$ cat config.mk
export PLATFORM = sky130hd
export DESIGN_NAME = sar_conv_ctrl
export DESIGN_NICKNAME = d
export VERILOG_FILES = /design/src/rtl/sar_ctrl_pkg.sv /design/src/rtl/sar_rate_timer.sv /design/src/rtl/sar_conv_ctrl.sv
export SDC_FILE = /design/constraint.sdc
export NUM_CORES = 1
export LEC_CHECK = 0
export CAP_MARGIN = 15
export CELL_PAD_IN_SITES_DETAIL_PLACEMENT = 0
export CELL_PAD_IN_SITES_GLOBAL_PLACEMENT = 2
export CORE_MARGIN = 2
export CORE_UTILIZATION = 34
export DETAILED_ROUTE_END_ITERATION = 6
export PLACE_DENSITY_LB_ADDON = 0.1
export SETUP_SLACK_MARGIN = 0.02
export SLEW_MARGIN = 20
export SYNTH_ARGS = -nofsm -noshare
export SYNTH_HDL_FRONTEND = slang
export SYNTH_HIERARCHICAL = 1
export SYNTH_SLANG_ARGS = --single-unit
$ cat constraint.sdc
create_clock -name clk -period 3.1 [get_ports clk]
set_clock_uncertainty 0.2 [all_clocks]
set_input_delay 0.31 -clock clk [delete_from_list [all_inputs] [get_ports clk]]
set_output_delay 0.31 -clock clk [all_outputs]
set_load 0.1 [all_outputs]
$ cat src/rtl/sar_ctrl_pkg.sv
// sar_ctrl_pkg
//   Shared definitions for the SAR conversion sequencer:
//   - default parameter constants (code width, oversampling limit, period
//     width, timeout length)
//   - the sequencer state encoding, also exported on the debug state port
package sar_ctrl_pkg;

    localparam int RES_DEF          = 6;
    localparam int PERIOD_W_DEF     = 8;
    localparam int MAX_OSR_LOG2_DEF = 3;
    localparam int TIMEOUT_CYC_DEF  = 16;

    typedef enum logic [2:0] {
        IDLE  = 3'd0,
        START = 3'd1,
        WAIT  = 3'd2,
        ACC   = 3'd3,
        GAP   = 3'd4
    } sar_state_e;

endpackage

$ cat src/rtl/sar_rate_timer.sv
// sar_rate_timer
//   Loadable down-counter that saturates at zero. "expired" is high
//   whenever the count is zero.
// Ports:
//   clk, rst_n  - clock, asynchronous active-low reset
//   clear       - force the count to zero (highest priority)
//   load        - load load_val
//   load_val    - value to load
//   expired     - count == 0
module sar_rate_timer #(
    parameter int W = 8
) (
    input  logic         clk,
    input  logic         rst_n,
    input  logic         clear,
    input  logic         load,
    input  logic [W-1:0] load_val,
    output logic         expired
);

    localparam logic [W-1:0] ONE = W'(1);

    logic [W-1:0] count;

    always_ff @(posedge clk or negedge rst_n) begin
        if (!rst_n) begin
            count <= '0;
        end else if (clear) begin
            count <= '0;
        end else if (load) begin
            count <= load_val;
        end else if (count != '0) begin
            count <= count - ONE;
        end
    end

    assign expired = (count == '0);

endmodule

$ cat src/rtl/sar_conv_ctrl.sv
// sar_conv_ctrl
//   Conversion sequencer for the SAR ADC core. Launches single or
//   continuous bursts, spaces conversion starts by a programmable period,
//   times out a silent core, averages 2^osr codes per burst and offers the
//   average on a valid/ready result port.
// Ports:
//   clk, rst_n                - clock, asynchronous active-low reset
//   enable                    - low aborts everything and returns to IDLE
//   continuous, single_shot   - burst launch control
//   period                    - start-to-start spacing in cycles
//   osr_log2                  - averaging exponent, clamped to MAX_OSR_LOG2
//   adc_start/adc_done/adc_code - SAR core interface
//   result_data/valid/ready   - averaged result port
//   busy                      - sequencer not in IDLE
//   overrun, err_timeout      - sticky flags, cleared by clear_flags
//   state_dbg                 - current sequencer state (sar_state_e)
//
// Result handshake: result_valid rises with result_data loaded; both hold
// until a cycle where result_valid & result_ready, in which the consumer
// takes the data. A new result arriving while valid is held without ready
// is dropped (overrun); one arriving in a handshake cycle replaces the data
// and valid stays high.
module sar_conv_ctrl
    import sar_ctrl_pkg::*;
#(
    parameter int RES          = RES_DEF,
    parameter int PERIOD_W     = PERIOD_W_DEF,
    parameter int MAX_OSR_LOG2 = MAX_OSR_LOG2_DEF,
    parameter int TIMEOUT_CYC  = TIMEOUT_CYC_DEF
) (
    input  logic                clk,
    input  logic                rst_n,
    input  logic                enable,
    input  logic                continuous,
    input  logic                single_shot,
    input  logic [PERIOD_W-1:0] period,
    input  logic [2:0]          osr_log2,
    output logic                adc_start,
    input  logic                adc_done,
    input  logic [RES-1:0]      adc_code,
    output logic [RES-1:0]      result_data,
    output logic                result_valid,
    input  logic                result_ready,
    output logic                busy,
    output logic                overrun,
    output logic                err_timeout,
    input  logic                clear_flags,
    output logic [2:0]          state_dbg
);

    localparam int ACC_W = RES + MAX_OSR_LOG2;
    localparam int CNT_W = (MAX_OSR_LOG2 > 0) ? MAX_OSR_LOG2 : 1;
    localparam int TO_W  = $clog2(TIMEOUT_CYC + 1);

    localparam logic [CNT_W-1:0] CNT_ONE = CNT_W'(1);
    localparam logic [TO_W-1:0]  TO_ONE  = TO_W'(1);
    localparam logic [TO_W-1:0]  TO_LAST = TO_W'(TIMEOUT_CYC - 1);
    localparam logic [2:0]       OSR_MAX = 3'(MAX_OSR_LOG2);

    sar_state_e          state;
    logic [ACC_W-1:0]    acc;
    logic [CNT_W-1:0]    sample_cnt;
    logic [2:0]          osr_q;
    logic [RES-1:0]      code_q;
    logic [TO_W-1:0]     to_cnt;

    logic                timer_expired;
    logic [PERIOD_W-1:0] timer_load_val;
    logic [2:0]          osr_clamped;
    logic [CNT_W-1:0]    last_cnt;
    logic [ACC_W-1:0]    acc_sum;
    logic [RES-1:0]      result_next;

    // The timer is loaded at the end of START and must read zero in the
    // cycle before the next START, so it holds period-2. Periods 0 and 1
    // collapse to back-to-back operation, limited by the conversion itself.
    assign timer_load_val = (period < PERIOD_W'(2)) ? '0 : (period - PERIOD_W'(2));

    assign osr_clamped = (osr_log2 > OSR_MAX) ? OSR_MAX : osr_log2;
    assign last_cnt    = CNT_W'((32'd1 << osr_q) - 32'd1);
    assign acc_sum     = acc + {{MAX_OSR_LOG2{1'b0}}, code_q};
    assign result_next = RES'(acc_sum >> osr_q);

    sar_rate_timer #(
        .W (PERIOD_W)
    ) u_period_timer (
        .clk      (clk),
        .rst_n    (rst_n),
        .clear    (!enable),
        .load     (enable && (state == START)),
        .load_val (timer_load_val),
        .expired  (timer_expired)
    );

    always_ff @(posedge clk or negedge rst_n) begin
        if (!rst_n) begin
            state        <= IDLE;
            adc_start    <= 1'b0;
            acc          <= '0;
            sample_cnt   <= '0;
            osr_q        <= '0;
            code_q       <= '0;
            to_cnt       <= '0;
            result_data  <= '0;
            result_valid <= 1'b0;
            overrun      <= 1'b0;
            err_timeout  <= 1'b0;
        end else begin
            adc_start <= 1'b0;

            // Clears come first so a set event later in this block wins.
            if (clear_flags) begin
                overrun     <= 1'b0;
                err_timeout <= 1'b0;
            end

            if (result_valid && result_ready) begin
                result_valid <= 1'b0;
            end

            if (!enable) begin
                state      <= IDLE;
                acc        <= '0;
                sample_cnt <= '0;
                to_cnt     <= '0;
            end else begin
                case (state)
                    IDLE: begin
                        if (continuous || single_shot) begin
                            state      <= START;
                            adc_start  <= 1'b1;
                            osr_q      <= osr_clamped;
                            acc        <= '0;
                            sample_cnt <= '0;
                        end
                    end

                    START: begin
                        to_cnt <= '0;
                        state  <= WAIT;
                    end

                    WAIT: begin
                        if (adc_done) begin
                            code_q <= adc_code;
                            state  <= ACC;
                        end else if (to_cnt == TO_LAST) begin
                            err_timeout <= 1'b1;
                            acc         <= '0;
                            sample_cnt  <= '0;
                            state       <= IDLE;
                        end else begin
                            to_cnt <= to_cnt + TO_ONE;
                        end
                    end

                    ACC: begin
                        if (sample_cnt == last_cnt) begin
                            if (result_valid && !result_ready) begin
                                overrun <= 1'b1;
                            end else begin
                                result_data  <= result_next;
                                result_valid <= 1'b1;
                            end
                            acc        <= '0;
                            sample_cnt <= '0;
                            if (continuous) begin
                                osr_q <= osr_clamped;
                                if (timer_expired) begin
                                    state     <= START;
                                    adc_start <= 1'b1;
                                end else begin
                                    state <= GAP;
                                end
                            end else begin
                                state <= IDLE;
                            end
                        end else begin
                            acc        <= acc_sum;
                            sample_cnt <= sample_cnt + CNT_ONE;
                            if (timer_expired) begin
                                state     <= START;
                                adc_start <= 1'b1;
                            end else begin
                                state <= GAP;
                            end
                        end
                    end

                    GAP: begin
                        if (timer_expired) begin
                            state     <= START;
                            adc_start <= 1'b1;
                        end
                    end

                    default: state <= IDLE;
                endcase
            end
        end
    end

    assign busy      = (state != IDLE);
    assign state_dbg = state;

endmodule
==> impl_metrics.yaml <==
worst_hold_path:
  min_path_type: "flop to flop"
power:
  p_switching_w: 0.0009991
  power_frac_comb: 0.497
  p_seq_frac: 0.357
  cell_internal_pwr_w: 0.001385
  pwr-share-clk: 0.146
  ir_drop_mv: 0.2074
  power_leakage_nw: 1.639
  switching_share: 0.4190
  p_per_area_mw_per_mm2: 656.2
finish:
  drive_gt1_frac: 0.1395
  antenna_cells: 0
  final_util: 0.4146
  fillers: 904
  mostFrequentLayoutCells: "47 x dfrtp_1, 34 x nor2_1, 27 x nand2_1"
  final_nets: 420
  synthToLayoutAreaGrowth_pct: 18.24
  final_common_cell: "dfrtp_1"
global_route:
  antenna_found_initial: 0
  grt_max_degree: 48
  grt-ovfl-total: 0
  grt_pass1_wl_um: 12410
  grt_pass1_vias: 2496
  track_usage: 0.1541
synthesis:
  synth_area_mm2: 0.003073
  synth_warnings: 6
  ys_seq_area_frac: 0.3827
  synth_flop_cell: "dfrtp_1"
  synth_cell_types: 62
  async_flop_share: 1.000
  ys_ff_latch: 47
  avgSynthCellArea_um2: 9.065
  synthCells: 339
  synth_edf_count: 0
  synth_nets: 378
clock_network:
  clock_path_buffers: 2
  cts_tree: "built"
  post_cts_resized: 0
  cts_inserted_buffers: 5
  clk_latency_ps: 290
  root_buffer: "clkbuf_8"
  clk_pin_slew_ps: 90
  clock_sinks: 47
  htree_levels: 2
  postCtsSetupBuffers: 0
  cts.hold.buffers_added: 1
floorplan:
  core_area_mm2: 0.008763
  die_h_um: 99.07
  die_x_um: 99.07
  num_rows: 34
  die_area_mm2: 0.009815
  start_util: 0.3507
  ios: 39
timing:
  holdWs_ps: 288.5
  setup_violations: 0
  worst_slew_pin_slew_ps: 619.9
  clock.fmax_mhz: 369.7
  fin_tns_setup_ps: 0
  rsz0062_at_grt: "false"
  slew_headroom: 0.5867
  hold_violations: 0
  period_minus_slack_ps: 2705
  timing.final.max_slew_violations: 0
  period_share: 0.8725
flow_run:
  drv_cap: 0
worst_setup_path:
  required_ps: 3080
  cp-start-kind: "flop"
  crit_chain: "nor2_1 -> nand2_1 -> ha_1 -> xor2_1 -> o21ai_1 -> nor2_2 -> and3_1 -> o31ai_1 -> o32a_1"
  end_kind: "flop"
  arrival_ps: 2690
  critPathKind: "flop to flop"
  path_max_fanout: 11
  critPathMaxStageDelay_ps: 520
  critPathSlowestCell: "dfrtp_1"
route:
  drt-total-wl_um: 7185
  first_pass_iters: 4
  ant_nets: 0
  drtIter0Drc: 129
  drc: 0
  routed_via_density: 5.213
  vias: 2544
  route.detailed.wl_per_inst_um: 14.72
place:
  port_buffers: 38
  dpl.hpwl_um: 5322
  place.gp.congestion: 0.8347
status:
  status: "finished clean"
-- critical path, delay by kind of cell (launching register included) --
| family | cells | cell delay [ps] |
|---|---|---|
| xor+xnor | 1 | 140 |
| fa+ha+maj | 1 | 290 |
| compound gates | 3 | 600 |
| flops | 1 | 520 |
| simple gates | 4 | 830 |
-- area by class of cell --
cell class                 count  area, µm²  share of cell area
multi-input combinational    259       1764              0.4855
tap                          108      135.1             0.03719
timing repair buffer          46      402.9              0.1109
inverter                      22      82.58             0.02273
sequential                    47       1176              0.3237
clock buffer                   6      72.57             0.01997
-- cell families (layout without fill, tap and decap cells) --
logic type,after synthesis,in the layout,synth area share
and+or+nand+nor,121,121,0.2007
muxes,15,15,0.05985
DFF,47,47,0.3827
buffers and inverters,33,74,0.04316
AOI/OAI and AO/OA,94,94,0.2113
adders and majority gates,14,14,0.05945
xor gates and xnor gates,15,15,0.04275
-- per-stage QoR --
stage          std cells  worst slack, ps  total power, W  area (µm²)
3_3_place_gp         481            414.4        0.002057        3551
4_1_cts              488            368.2        0.002426        3633
6_report             488            395.1        0.002384        3633
3_5_place_dp         481            397.8        0.002049        3551
5_1_grt              488            159.3        0.002573        3633
2_1_floorplan        339            182.2        0.001761        3073
-- worst paths after layout --
check | slack, ps | endpoint | cells past startpoint | startpoint
worst max-delay path | 400 | result_data[3]$_DFFE_PN0P_ | 9 | osr_q[1]$_DFFE_PN0P_
worst min-delay path | 290 | result_data[5]$_DFFE_PN0P_ | 2 | result_data[5]$_DFFE_PN0P_
worst max register to register | 400 | result_data[3]$_DFFE_PN0P_ | 9 | osr_q[1]$_DFFE_PN0P_
worst min register to register | 290 | result_data[5]$_DFFE_PN0P_ | 2 | result_data[5]$_DFFE_PN0P_
max in group asynchronous | 1840 | code_q[3]$_DFFE_PN0P_ | 3 | rst_n
min in group asynchronous | 450 | osr_q[1]$_DFFE_PN0P_ | 3 | rst_n
-- routing by layer --
| metal | share of wire | track usage |
|---|---|---|
| met1 | 0.52 | 0.2276 |
| met2 | 0.43 | 0.2417 |
| met3 | 0.039 | 0.02340 |
| met4 | 0.0067 | 0.02845 |
| met5 | 0 | 0 |
-- state kept, by name, indices dropped and copies added (netlist names), 3 cells and up --
register,flops
acc,9
u_period_timer/count,8
code_q,6
result_data,6
to_cnt,5
osr_q,3
sample_cnt,3
state_dbg,3
-- power by group through the flow --
stage               Combinational [W]  Clock [W]  Sequential (W)
global placement              0.00119          0        0.000863
finish                        0.00119   0.000348        0.000851
global route                  0.00131   0.000394        0.000872
detailed placement            0.00118          0        0.000865
CTS                           0.00120   0.000375        0.000853
floorplan                    0.000863          0        0.000898
-- synthesized netlist by cell type, types with 2 or more instances --
cell / n / area share
a21o_1: 6 / 0.015
or4_4: 2 / 0.0073
a21oi_2: 2 / 0.0057
a221o_1: 2 / 0.0065
inv_1: 21 / 0.026
nor3b_1: 3 / 0.0073
mux4_2: 2 / 0.015
o21a_1: 4 / 0.0098
o21ai_0: 19 / 0.031
o211ai_1: 2 / 0.0049
a21oi_1: 15 / 0.024
o31ai_1: 3 / 0.0073
nand2b_1: 8 / 0.016
a31oi_1: 3 / 0.0061
nor3_1: 11 / 0.018
nand2_1: 27 / 0.033
nor2_1: 34 / 0.042
ha_1: 13 / 0.053
and2_1: 3 / 0.0061
nor2b_1: 3 / 0.0061
clkbuf_1: 6 / 0.0073
or3_1: 3 / 0.0061
o211a_1: 2 / 0.0065
mux2i_1: 6 / 0.020
or2_2: 3 / 0.0061
buf_2: 3 / 0.0049
nand4_1: 2 / 0.0041
o21ai_1: 2 / 0.0033
nand3_1: 10 / 0.016
nor4_1: 4 / 0.0081
and3_1: 2 / 0.0041
xnor2_1: 10 / 0.029
dfrtp_1: 47 / 0.38
mux2_2: 7 / 0.026
a22o_1: 8 / 0.023
xor2_1: 5 / 0.014
o22ai_1: 4 / 0.0081
a211oi_1: 8 / 0.020
Power figures use the tool's default switching activity.
